==> src/rtl/frame_pair_if.sv <==
// Handshake/bus bundle between frame_pair_streamer and its frame banks,
// control and the downstream gradient stage.
interface frame_pair_if #(
  parameter int PIXEL_WIDTH = 8,
  parameter int ADDR_W      = 17
);
  logic                   start;
  logic                   curr_bank;
  logic                   busy;
  logic                   frame_done;
  logic                   rd_en;
  logic [ADDR_W-1:0]      rd_addr;
  logic [PIXEL_WIDTH-1:0] rd_data_a;
  logic [PIXEL_WIDTH-1:0] rd_data_b;
  logic [PIXEL_WIDTH-1:0] pixel_curr;
  logic [PIXEL_WIDTH-1:0] pixel_prev;
  logic                   pixel_valid;

  modport master (
    input  start,
    input  curr_bank,
    input  rd_data_a,
    input  rd_data_b,
    output busy,
    output frame_done,
    output rd_en,
    output rd_addr,
    output pixel_curr,
    output pixel_prev,
    output pixel_valid
  );

  modport slave (
    output start,
    output curr_bank,
    output rd_data_a,
    output rd_data_b,
    input  busy,
    input  frame_done,
    input  rd_en,
    input  rd_addr,
    input  pixel_curr,
    input  pixel_prev,
    input  pixel_valid
  );
endinterface

==> src/rtl/frame_pair_streamer.sv <==
// Raster-order reader of the current/previous frame banks; emits aligned
// pixel pairs with a fixed 2-cycle read latency and inter-line blanking.
module frame_pair_streamer #(
  parameter int PIXEL_WIDTH = 8,
  parameter int WIDTH       = 320,
  parameter int HEIGHT      = 240,
  parameter int H_BLANK     = 16,
  parameter int ADDR_W      = $clog2(WIDTH*HEIGHT)
) (
  input logic          clk,
  input logic          rst,
  frame_pair_if.master bus
);

  localparam int XW = (WIDTH > 1) ? $clog2(WIDTH) : 1;
  localparam int YW = (HEIGHT > 1) ? $clog2(HEIGHT) : 1;
  localparam int BW = (H_BLANK > 1) ? $clog2(H_BLANK) : 1;

  localparam logic [XW-1:0] X_LAST = XW'(WIDTH-1);
  localparam logic [YW-1:0] Y_LAST = YW'(HEIGHT-1);
  localparam logic [BW-1:0] B_LAST =
    BW'((H_BLANK > 0) ? H_BLANK-1 : 0);

  localparam logic [1:0] S_IDLE  = 2'd0;
  localparam logic [1:0] S_LINE  = 2'd1;
  localparam logic [1:0] S_BLANK = 2'd2;
  localparam logic [1:0] S_DRAIN = 2'd3;

  logic [1:0]             state;
  logic [XW-1:0]          x;
  logic [YW-1:0]          y;
  logic [BW-1:0]          bcnt;
  logic [ADDR_W-1:0]      addr;
  logic                   bank;
  logic                   rd_en;
  logic                   last_rd;
  logic                   vld1;
  logic                   vld2;
  logic                   last1;
  logic                   done_q;
  logic [PIXEL_WIDTH-1:0] curr_q;
  logic [PIXEL_WIDTH-1:0] prev_q;

  assign rd_en   = (state == S_LINE);
  assign last_rd = rd_en && (x == X_LAST) && (y == Y_LAST);

  // addr is the read address itself: it only moves when a read is issued
  always_ff @(posedge clk or posedge rst) begin
    if (rst) begin
      state <= S_IDLE;
      x     <= '0;
      y     <= '0;
      bcnt  <= '0;
      addr  <= '0;
      bank  <= 1'b0;
    end else begin
      unique case (state)
        S_IDLE: begin
          if (bus.start) begin
            state <= S_LINE;
            bank  <= bus.curr_bank;
            x     <= '0;
            y     <= '0;
            addr  <= '0;
          end
        end
        S_LINE: begin
          if (x == X_LAST) begin
            x <= '0;
            if (y == Y_LAST) begin
              state <= S_DRAIN;
            end else begin
              y <= y + 1'b1;
              if (H_BLANK > 0) begin
                state <= S_BLANK;
                bcnt  <= '0;
              end else begin
                addr <= addr + 1'b1;
              end
            end
          end else begin
            x    <= x + 1'b1;
            addr <= addr + 1'b1;
          end
        end
        S_BLANK: begin
          if (bcnt == B_LAST) begin
            state <= S_LINE;
            addr  <= addr + 1'b1;
          end else begin
            bcnt <= bcnt + 1'b1;
          end
        end
        S_DRAIN: begin
          if (done_q) state <= S_IDLE;
        end
        default: state <= S_IDLE;
      endcase
    end
  end

  // valid and last-pixel marker ride alongside the read data
  always_ff @(posedge clk or posedge rst) begin
    if (rst) begin
      vld1   <= 1'b0;
      vld2   <= 1'b0;
      last1  <= 1'b0;
      done_q <= 1'b0;
    end else begin
      vld1   <= rd_en;
      vld2   <= vld1;
      last1  <= last_rd;
      done_q <= last1;
    end
  end

  always_ff @(posedge clk or posedge rst) begin
    if (rst) begin
      curr_q <= '0;
      prev_q <= '0;
    end else if (vld1) begin
      if (bank) begin
        curr_q <= bus.rd_data_b;
        prev_q <= bus.rd_data_a;
      end else begin
        curr_q <= bus.rd_data_a;
        prev_q <= bus.rd_data_b;
      end
    end
  end

  assign bus.busy        = (state != S_IDLE);
  assign bus.frame_done  = done_q;
  assign bus.rd_en       = rd_en;
  assign bus.rd_addr     = addr;
  assign bus.pixel_valid = vld2;
  assign bus.pixel_curr  = curr_q;
  assign bus.pixel_prev  = prev_q;

endmodule

==> src/flat_wrapper.sv <==
// flat-port wrapper written by rule: the top's interface ports become plain ports
module frame_pair_streamer_flat 
#(
  parameter int PIXEL_WIDTH = 8,
  parameter int WIDTH       = 320,
  parameter int HEIGHT      = 240,
  parameter int H_BLANK     = 16,
  parameter int ADDR_W      = $clog2(WIDTH*HEIGHT)
)
  (clk, rst, bus_start, bus_curr_bank, bus_rd_data_a, bus_rd_data_b, bus_busy, bus_frame_done, bus_rd_en, bus_rd_addr, bus_pixel_curr, bus_pixel_prev, bus_pixel_valid);
  frame_pair_if #(.PIXEL_WIDTH(PIXEL_WIDTH), .ADDR_W(ADDR_W)) bus_i ();
  input logic clk;
  input logic rst;
  input wire logic [$bits(bus_i.start)-1:0] bus_start;
  input wire logic [$bits(bus_i.curr_bank)-1:0] bus_curr_bank;
  input wire logic [$bits(bus_i.rd_data_a)-1:0] bus_rd_data_a;
  input wire logic [$bits(bus_i.rd_data_b)-1:0] bus_rd_data_b;
  output wire logic [$bits(bus_i.busy)-1:0] bus_busy;
  output wire logic [$bits(bus_i.frame_done)-1:0] bus_frame_done;
  output wire logic [$bits(bus_i.rd_en)-1:0] bus_rd_en;
  output wire logic [$bits(bus_i.rd_addr)-1:0] bus_rd_addr;
  output wire logic [$bits(bus_i.pixel_curr)-1:0] bus_pixel_curr;
  output wire logic [$bits(bus_i.pixel_prev)-1:0] bus_pixel_prev;
  output wire logic [$bits(bus_i.pixel_valid)-1:0] bus_pixel_valid;
  assign bus_i.start = bus_start;
  assign bus_i.curr_bank = bus_curr_bank;
  assign bus_i.rd_data_a = bus_rd_data_a;
  assign bus_i.rd_data_b = bus_rd_data_b;
  assign bus_busy = bus_i.busy;
  assign bus_frame_done = bus_i.frame_done;
  assign bus_rd_en = bus_i.rd_en;
  assign bus_rd_addr = bus_i.rd_addr;
  assign bus_pixel_curr = bus_i.pixel_curr;
  assign bus_pixel_prev = bus_i.pixel_prev;
  assign bus_pixel_valid = bus_i.pixel_valid;
  frame_pair_streamer #(.PIXEL_WIDTH(PIXEL_WIDTH), .WIDTH(WIDTH), .HEIGHT(HEIGHT), .H_BLANK(H_BLANK), .ADDR_W(ADDR_W)) u_core (.clk(clk), .rst(rst), .bus(bus_i));
endmodule
==> config.mk <==
export PLATFORM = sky130hd
export DESIGN_NAME = frame_pair_streamer_flat
export DESIGN_NICKNAME = d
export VERILOG_FILES = /design/src/rtl/frame_pair_if.sv /design/src/rtl/frame_pair_streamer.sv /design/src/flat_wrapper.sv
export SDC_FILE = /design/constraint.sdc
export NUM_CORES = 1
export LEC_CHECK = 0
export BUFFER_PORTS_ARGS = -buffer_cell sky130_fd_sc_hd__buf_4
export CAP_MARGIN = 20
export CORE_ASPECT_RATIO = 1.75
export CORE_UTILIZATION = 50
export CTS_CLUSTER_SIZE = 14
export DETAILED_ROUTE_END_ITERATION = 16
export PLACE_DENSITY = 0.73
export SLEW_MARGIN = 0
export SYNTH_ARGS = -nofsm -noshare
export SYNTH_HDL_FRONTEND = slang
export SYNTH_SLANG_ARGS = --single-unit
==> constraint.sdc <==
create_clock -name clk -period 4.15 [get_ports clk]
set_input_delay 0.415 -clock clk [delete_from_list [all_inputs] [get_ports clk]]
set_output_delay 0.415 -clock clk [all_outputs]
set_load 0.05 [all_outputs]
==> results of run 1 <==
-- flip-flops by register name (all words and copies together) (netlist names) --
register	cells
u_core.bank	1
u_core.bus.pixel_curr	8
u_core.bus.pixel_prev	8
u_core.bus.frame_done	1
u_core.last1	1
u_core.x	9
u_core.y	8
u_core.state	2
u_core.bus.pixel_valid	1
u_core.bus.rd_addr	17
u_core.bcnt	4
u_core.vld1	1
-- worst min-delay path by stage --
stage | depth (start not counted) | to
floorplan | 0 | u_core.bus.frame_done
finish | 2 | u_core.bus.pixel_valid
detailed placement | 0 | u_core.bus.frame_done
CTS | 2 | u_core.x[3]
global route | 2 | u_core.bus.pixel_curr[0]
global placement | 0 | u_core.bus.frame_done
-- cell type report --
class / instances / area [sq um]
Inverter: 9 / 33.78
Sequential cell: 61 / 1526
Clock inverter: 4 / 47.55
Fill cell: 536 / 2326
Multi-Input combinational cell: 250 / 1568
Timing Repair Buffer: 57 / 427.9
Clock buffer: 11 / 151.4
Tap cell: 80 / 100.1
-- cells by family (layout without fill, tap and decap cells) --
logic type                 Yosys count  after routing  synth area share (%)
and+or+nand+nor                    121            121                 19.30
DFF                                 61             61                 47.67
AOI/OAI and AO/OA                   96             96                 18.60
buffers and inverters               24             81                 3.361
muxes                               22             22                 6.995
adders and majority gates            9              9                 3.517
xor gates and xnor gates             2              2                0.5472
-- cell usage in the layout, fill, tap and decap left out, types with 9 or more instances in the layout --
cell | netlist | routed
sky130_fd_sc_hd__nand2_1 | 31 | 31
sky130_fd_sc_hd__mux2i_1 | 19 | 19
sky130_fd_sc_hd__buf_4 | 1 | 57
sky130_fd_sc_hd__and2_1 | 13 | 13
sky130_fd_sc_hd__o21ai_0 | 24 | 24
sky130_fd_sc_hd__dfrtp_1 | 61 | 61
sky130_fd_sc_hd__clkbuf_8 | 0 | 11
sky130_fd_sc_hd__o31ai_1 | 11 | 11
sky130_fd_sc_hd__nand4_1 | 9 | 9
sky130_fd_sc_hd__a21oi_1 | 32 | 32
sky130_fd_sc_hd__nor2_1 | 26 | 26
sky130_fd_sc_hd__nand3_1 | 11 | 11
sky130_fd_sc_hd__ha_1 | 9 | 9
-- through the flow --
step / power (W) / setup slack (ns)
after floorplan: 0.001302 / 1.679
after global placement: 0.001483 / 1.597
after detailed placement: 0.001502 / 1.467
after CTS: 0.002031 / 1.463
after global routing: 0.002119 / 1.289
final: 0.002017 / 1.485
-- routing by layer --
metal  share of wire [%]  wire, um  GRT usage [%]
met3                 3.9       278          4.767
met1                  40      2862          24.93
met2                  54      3856          40.14
met5                   0         0              0
met4                 2.8       201          12.29
-- worst max-delay path, cell delays in order, from the launching register on --
cell and delay (ns):
sky130_fd_sc_hd__dfrtp_1 0.42, sky130_fd_sc_hd__inv_1 0.09, sky130_fd_sc_hd__ha_1 0.28, sky130_fd_sc_hd__nor2b_1 0.27, sky130_fd_sc_hd__a211oi_1 0.36, sky130_fd_sc_hd__o211ai_1 0.49
sky130_fd_sc_hd__or2_1 0.42, sky130_fd_sc_hd__o31ai_1 0.23
-- where the power goes --
group / total (W) / internal, W / switching (W) / leakage [nW]
combinational: 0.000645 / 0.000232 / 0.000413 / 0.876
clock: 0.000530 / 0.000305 / 0.000226 / 0.101
sequential: 0.000842 / 0.000703 / 0.000139 / 0.778
==> load_flow_metrics.sql, run 1 <==
INSERT INTO impl_metrics (metric_group, metric, value, unit) VALUES
('synth', 'post-synth-top-area-cell', 'sky130_fd_sc_hd__dfrtp_1', ''),
('final_layout', 'final_area', '3855', 'sq um'),
('setup_path', 'timing.critical_path.from_type', 'flip-flop', ''),
('sta', 'worst_slew_pin_slew', '1.050', 'ns'),
('place', 'place_hpwl', '5.091', 'mm'),
('drt', 'wire_per_inst', '15.25', 'um'),
('clock_tree', 'cts_resized', '0', ''),
('sta', 'grt_setup_unrepaired', 'no', ''),
('synth', 'number_of_enable_flip_flop_cells_after_synthesis', '0', ''),
('place', 'globalplace.congestion', '0.8345', ''),
('place', 'post-place-cells', '457', ''),
('final_layout', 'syn2layout_area_growth', '20.40', '%'),
('drt', 'detailroute.via_count', '2727', ''),
('clock_tree', 'clk_transition_reported_paths', '0.07', 'ns'),
('drt', 'wl', '7.199', 'mm'),
('final_layout', 'net_total_in_the_final_layout', '417', ''),
('global_routing', 'groute.usage.overall', '22.65', '%'),
('drt', 'route.detailed.drc', '0', ''),
('floorplanning', 'die-area', '6740', 'sq um'),
('sta', 'final_hold_viol_count', '0', ''),
('synth', 'synth.top_cells.by_area', 'sky130_fd_sc_hd__dfrtp_1 (48%), sky130_fd_sc_hd__mux2i_1 (5.9%), sky130_fd_sc_hd__a21oi_1 (5.0%), sky130_fd_sc_hd__o21ai_0 (3.8%), sky130_fd_sc_hd__nand2_1 (3.6%)', ''),
('sta', 'relSlewSlack', '29.68', '%'),
('clock_tree', 'cts_setup_buffers', '0', ''),
('setup_path', 'r2r_setup_slack', '1.49', 'ns'),
('sta', 'fin_worst_skew', '0.01007', 'ns'),
('sta', 'hold_ws', '0.1273', 'ns'),
('floorplanning', 'initial_utilization', '51.80', '%'),
('synth', 'yosys-top-cells-count', 'sky130_fd_sc_hd__dfrtp_1 (61), sky130_fd_sc_hd__a21oi_1 (32), sky130_fd_sc_hd__nand2_1 (31)', ''),
('clock_tree', 'h-tree-depth', '3', ''),
('status', 'result_of_the_run', 'finished clean', ''),
('synth', 'synth_seq_area_share', '47.67', '%'),
('synth', 'synth.lib_cells_used.distinct', '51', ''),
('drt', 'postRouteAntennaNets', '0', ''),
('sta', 'final_max_slew_viol_count', '0', ''),
('clock_tree', 'clock_tree_from_tritoncts', 'built', ''),
('setup_path', 'critical_path_arrival', '2.91', 'ns'),
('floorplanning', 'floorplan.die.height', '107.9', 'um'),
('flow_run', 'maxCapViolations', '0', ''),
('sta', 'totalNegativeSetupSlack', '0', 'ns'),
('setup_path', 'crit_end_category', 'flip-flop', ''),
('drt', 'detailedRoute.firstIterationViolations', '202', ''),
('setup_path', 'cell_depth_of_the_worst_flop_to_flop_path', '7', ''),
('floorplanning', 'fp.dieW', '62.49', 'um'),
('synth', 'yosys_warning_count', '0', ''),
('drt', 'detailedRoute.firstPassIterationCount', '4', ''),
('setup_path', 'reg2reg_end', 'u_core.bus.rd_addr[15]', ''),
('place', 'placedInstanceArea', '3656', 'sq um'),
('setup_path', 'rr_startpoint', 'u_core.state[0]', ''),
('setup_path', 'crit_path_max_fanout', '13', ''),
('synth', 'synth-main-ff-cell', 'sky130_fd_sc_hd__dfrtp_1', ''),
('synth', 'synth_area', '3202', 'sq um'),
('clock_tree', 'cts_made_buffers', '9', ''),
('synth', 'post-synth-top-count-cell', 'sky130_fd_sc_hd__dfrtp_1', ''),
('sta', 'final_min_period_over_clock_period', '64.21', '%'),
('final_layout', 'antenna_cells', '0', ''),
('power_and_ir_drop', 'total_leakage_power', '1.755', 'nW'),
('clock_tree', 'ctsHoldBuffers', '0', ''),
('power_and_ir_drop', 'power-per-cell-area', '523.2', 'nW/um^2'),
('place', 'numPortBuffers', '56', ''),
('floorplanning', 'core', '6181', 'sq um'),
('floorplanning', 'floorplan.io_pins', '57', ''),
('synth', 'netlist_instances', '335', ''),
('setup_path', 'critical_path_class', 'flip-flop to flip-flop', ''),
('setup_path', 'required', '4.39', 'ns'),
('synth', 'synthDominantCellAreaShare', '47.67', '%'),
('final_layout', 'finish.utilization', '62.37', '%'),
('synth', 'ys_seq_elements', '61', ''),
('clock_tree', 'numClockSinks', '61', ''),
('final_layout', 'post_route_cells_drive_above_1_share', '20.92', '%'),
('global_routing', 'first_global_vias', '2638', ''),
('synth', 'async_reset_ff_share', '100.0', '%');
No activity file was read; power rests on OpenSTA's default activity.
==> run 2: changes to the inputs <==
--- a/config.mk
+++ b/config.mk
@@ -11,7 +11,7 @@
 export CORE_UTILIZATION = 50
 export CTS_CLUSTER_SIZE = 14
 export DETAILED_ROUTE_END_ITERATION = 16
-export PLACE_DENSITY = 0.73
+export PLACE_DENSITY = 0.75
 export SLEW_MARGIN = 0
 export SYNTH_ARGS = -nofsm -noshare
 export SYNTH_HDL_FRONTEND = slang
==> constraint.sdc (replaced) <==
create_clock -name clk -period 2.29 [get_ports clk]
set_input_delay 0.229 -clock clk [delete_from_list [all_inputs] [get_ports clk]]
set_output_delay 0.229 -clock clk [all_outputs]
set_load 0.05 [all_outputs]
==> load_flow_metrics.sql, run 2 (synthesis gave the netlist of run 1 again) <==
INSERT INTO impl_metrics (metric_group, metric, value, unit) VALUES
('global_routing', 'grt_pass1_wl', '12.79', 'mm'),
('global_routing', 'groute.usage.overall', '24.29', '%'),
('place', 'place_hpwl', '5.473', 'mm'),
('drt', 'detailedRoute.firstIterationViolations', '181', ''),
('place', 'numPortBuffers', '56', ''),
('setup_path', 'critical_path_arrival', '2.34', 'ns'),
('clock_tree', 'clk-insertion-delay-late', '0.34', 'ns'),
('drt', 'detailroute.via_count', '2817', ''),
('place', 'post-place-cells', '471', ''),
('final_layout', 'net_total_in_the_final_layout', '432', ''),
('final_layout', 'post_layout_nonfiller_instances', '488', ''),
('final_layout', 'final_common_cell', 'sky130_fd_sc_hd__buf_4', ''),
('sta', 'worst_slew_pin_slew', '0.9389', 'ns'),
('power_and_ir_drop', 'total_leakage_power', '1.822', 'nW'),
('setup_path', 'path_cells', 'inv_1, ha_1, nor2b_1, buf_4, nor2_1, and2_2, nand2_1, mux2_2', ''),
('clock_tree', 'clk_tree_root_cell', 'sky130_fd_sc_hd__clkbuf_8', ''),
('sta', 'relSlewSlack', '37.40', '%'),
('floorplanning', 'fp.dieW', '62.49', 'um'),
('clock_tree', 'numClockSinks', '61', ''),
('floorplanning', 'floorplan.io_pins', '57', ''),
('clock_tree', 'clock_tree_from_tritoncts', 'built', ''),
('setup_path', 'critical_path_class', 'flip-flop to flip-flop', ''),
('setup_path', 'required', '2.52', 'ns'),
('final_layout', 'finish.utilization', '64.19', '%'),
('sta', 'final_hold_viol_count', '0', ''),
('floorplanning', 'floorplan.die.height', '107.9', 'um'),
('clock_tree', 'cts_setup_buffers', '0', ''),
('final_layout', 'post_route_cells_drive_above_1_share', '23.77', '%'),
('setup_path', 'crit_buf_inv', '2', ''),
('setup_path', 'timing.critical_path.from_type', 'flip-flop', ''),
('clock_tree', 'h-tree-depth', '3', ''),
('floorplanning', 'die-area', '6740', 'sq um'),
('global_routing', 'grt_max_degree', '34', ''),
('drt', 'viasPerCell', '5.773', ''),
('global_routing', 'antenna_found_initial', '0', ''),
('sta', 'setup_violations', '0', ''),
('setup_path', 'critical-path-max-stage-delay', '0.44', 'ns'),
('floorplanning', 'initial_utilization', '51.80', '%'),
('floorplanning', 'placementRows', '38', ''),
('final_layout', 'syn2layout_area_growth', '23.92', '%'),
('power_and_ir_drop', 'vdd_ir_max', '0.0005983', 'V'),
('setup_path', 'worst_path_dominant_cell_family', 'simple AND/OR/NAND/NOR gates', ''),
('setup_path', 'crit_path_max_fanout', '8', ''),
('sta', 'fin_worst_skew', '0.005721', 'ns'),
('final_layout', 'number_of_flip_flops_under_the_largest_register_name', '17', ''),
('floorplanning', 'core', '6181', 'sq um'),
('sta', 'final_min_period_over_clock_period', '92.14', '%'),
('global_routing', 'first_global_vias', '2807', ''),
('sta', 'hold_ws', '0.1247', 'ns'),
('power_and_ir_drop', 'power-per-cell-area', '925.8', 'nW/um^2'),
('clock_tree', 'cts_made_buffers', '9', ''),
('clock_tree', 'cts-root-to-sink-buffers', '2', ''),
('sta', 'fin_crit', '2.110', 'ns'),
('sta', 'totalNegativeSetupSlack', '0', 'ns'),
('clock_tree', 'clk_transition_reported_paths', '0.06', 'ns'),
('drt', 'detailedRoute.firstPassIterationCount', '4', ''),
('flow_run', 'maxCapViolations', '0', ''),
('sta', 'fmax', '0.4740', 'GHz'),
('status', 'result_of_the_run', 'finished clean', ''),
('sta', 'grt_setup_unrepaired', 'no', ''),
('final_layout', 'final_cell_mix', 'sky130_fd_sc_hd__buf_4 (71), sky130_fd_sc_hd__dfrtp_1 (61), sky130_fd_sc_hd__a21oi_1 (32), sky130_fd_sc_hd__nand2_1 (31), sky130_fd_sc_hd__nor2_1 (26)', ''),
('drt', 'wl', '7.471', 'mm'),
('sta', 'final_max_slew_viol_count', '0', ''),
('final_layout', 'antenna_cells', '0', ''),
('global_routing', 'globalRoute.totalOverflow', '0', ''),
('drt', 'wire_per_inst', '15.31', 'um'),
('hold_path', 'hold_path_class', 'primary input to flip-flop', ''),
('drt', 'postRouteAntennaNets', '0', ''),
('setup_path', 'critPathSlowestCell', 'sky130_fd_sc_hd__dfrtp_1', ''),
('place', 'globalplace.congestion', '0.8670', ''),
('drt', 'route.detailed.drc', '0', ''),
('setup_path', 'crit_end_category', 'flip-flop', '');
[run 2: path summary, 6_finish.rpt]
check,startpoint,to,cells past startpoint,slack (ns)
setup / recovery,u_core.state[0],u_core.y[0],8,0.18
hold / removal,bus_curr_bank,u_core.bank,2,0.12
setup reg to reg,u_core.state[0],u_core.y[0],8,0.18
hold reg to reg,u_core.last1,u_core.bus.frame_done,0,0.35
max in group asynchronous,rst,u_core.bus.rd_addr[4],4,1.12
min in group asynchronous,rst,u_core.bus.pixel_prev[7],3,0.51
[run 2: report_power, final]
group          switching, W  total, W  internal (W)
clock network      0.000409  0.000938      0.000529
logic              0.000754   0.00121      0.000452
registers          0.000254   0.00153       0.00127
total               0.00142   0.00367       0.00226
[run 2: layout make-up]
cell class                      instances  area [sq um]
Fill cell                             539          2213
Multi-Input combinational cell        250          1572
Sequential cell                        61          1526
Timing Repair Buffer                   72         543.0
Clock buffer                           12         145.1
Tap cell                               80         100.1
Clock inverter                          4         47.55
Inverter                                9         33.78
[run 2: stage by stage]
step,worst slack (ns),instance area [sq um],total power [W]
finish,0.1801,3968,0.003673
global route,0.01254,3968,0.003871
CTS,0.1115,3966,0.003701
detailed placement,0.1753,3764,0.002761
global placement,0.2494,3764,0.002717
floorplan,0.04093,3204,0.002361
[run 2: worst register-to-register path, stage by stage, from the launching register on]
cell	delay, ns
sky130_fd_sc_hd__dfrtp_1	0.44
sky130_fd_sc_hd__inv_1	0.10
sky130_fd_sc_hd__ha_1	0.22
sky130_fd_sc_hd__nor2b_1	0.19
sky130_fd_sc_hd__buf_4	0.17
sky130_fd_sc_hd__nor2_1	0.23
sky130_fd_sc_hd__and2_2	0.29
sky130_fd_sc_hd__nand2_1	0.09
sky130_fd_sc_hd__mux2_2	0.26
[run 2: what timing repair did]
action / in CTS / in global routing
gates resized for setup: 0 / 1
hold buffers: 1 / 0
endpoints found under the setup margin: 0 / 2
hold endpoints to repair: 28 / 0
[run 2: metal layers]
metal / track usage (%) / up-vias / routed length (um)
met5: 0 / - / 0
met4: 13.12 / 0 / 218
met3: 4.979 / 17 / 294
met2: 42.70 / 77 / 4028
met1: 27.18 / 1362 / 2930
li1: - / 1361 / -
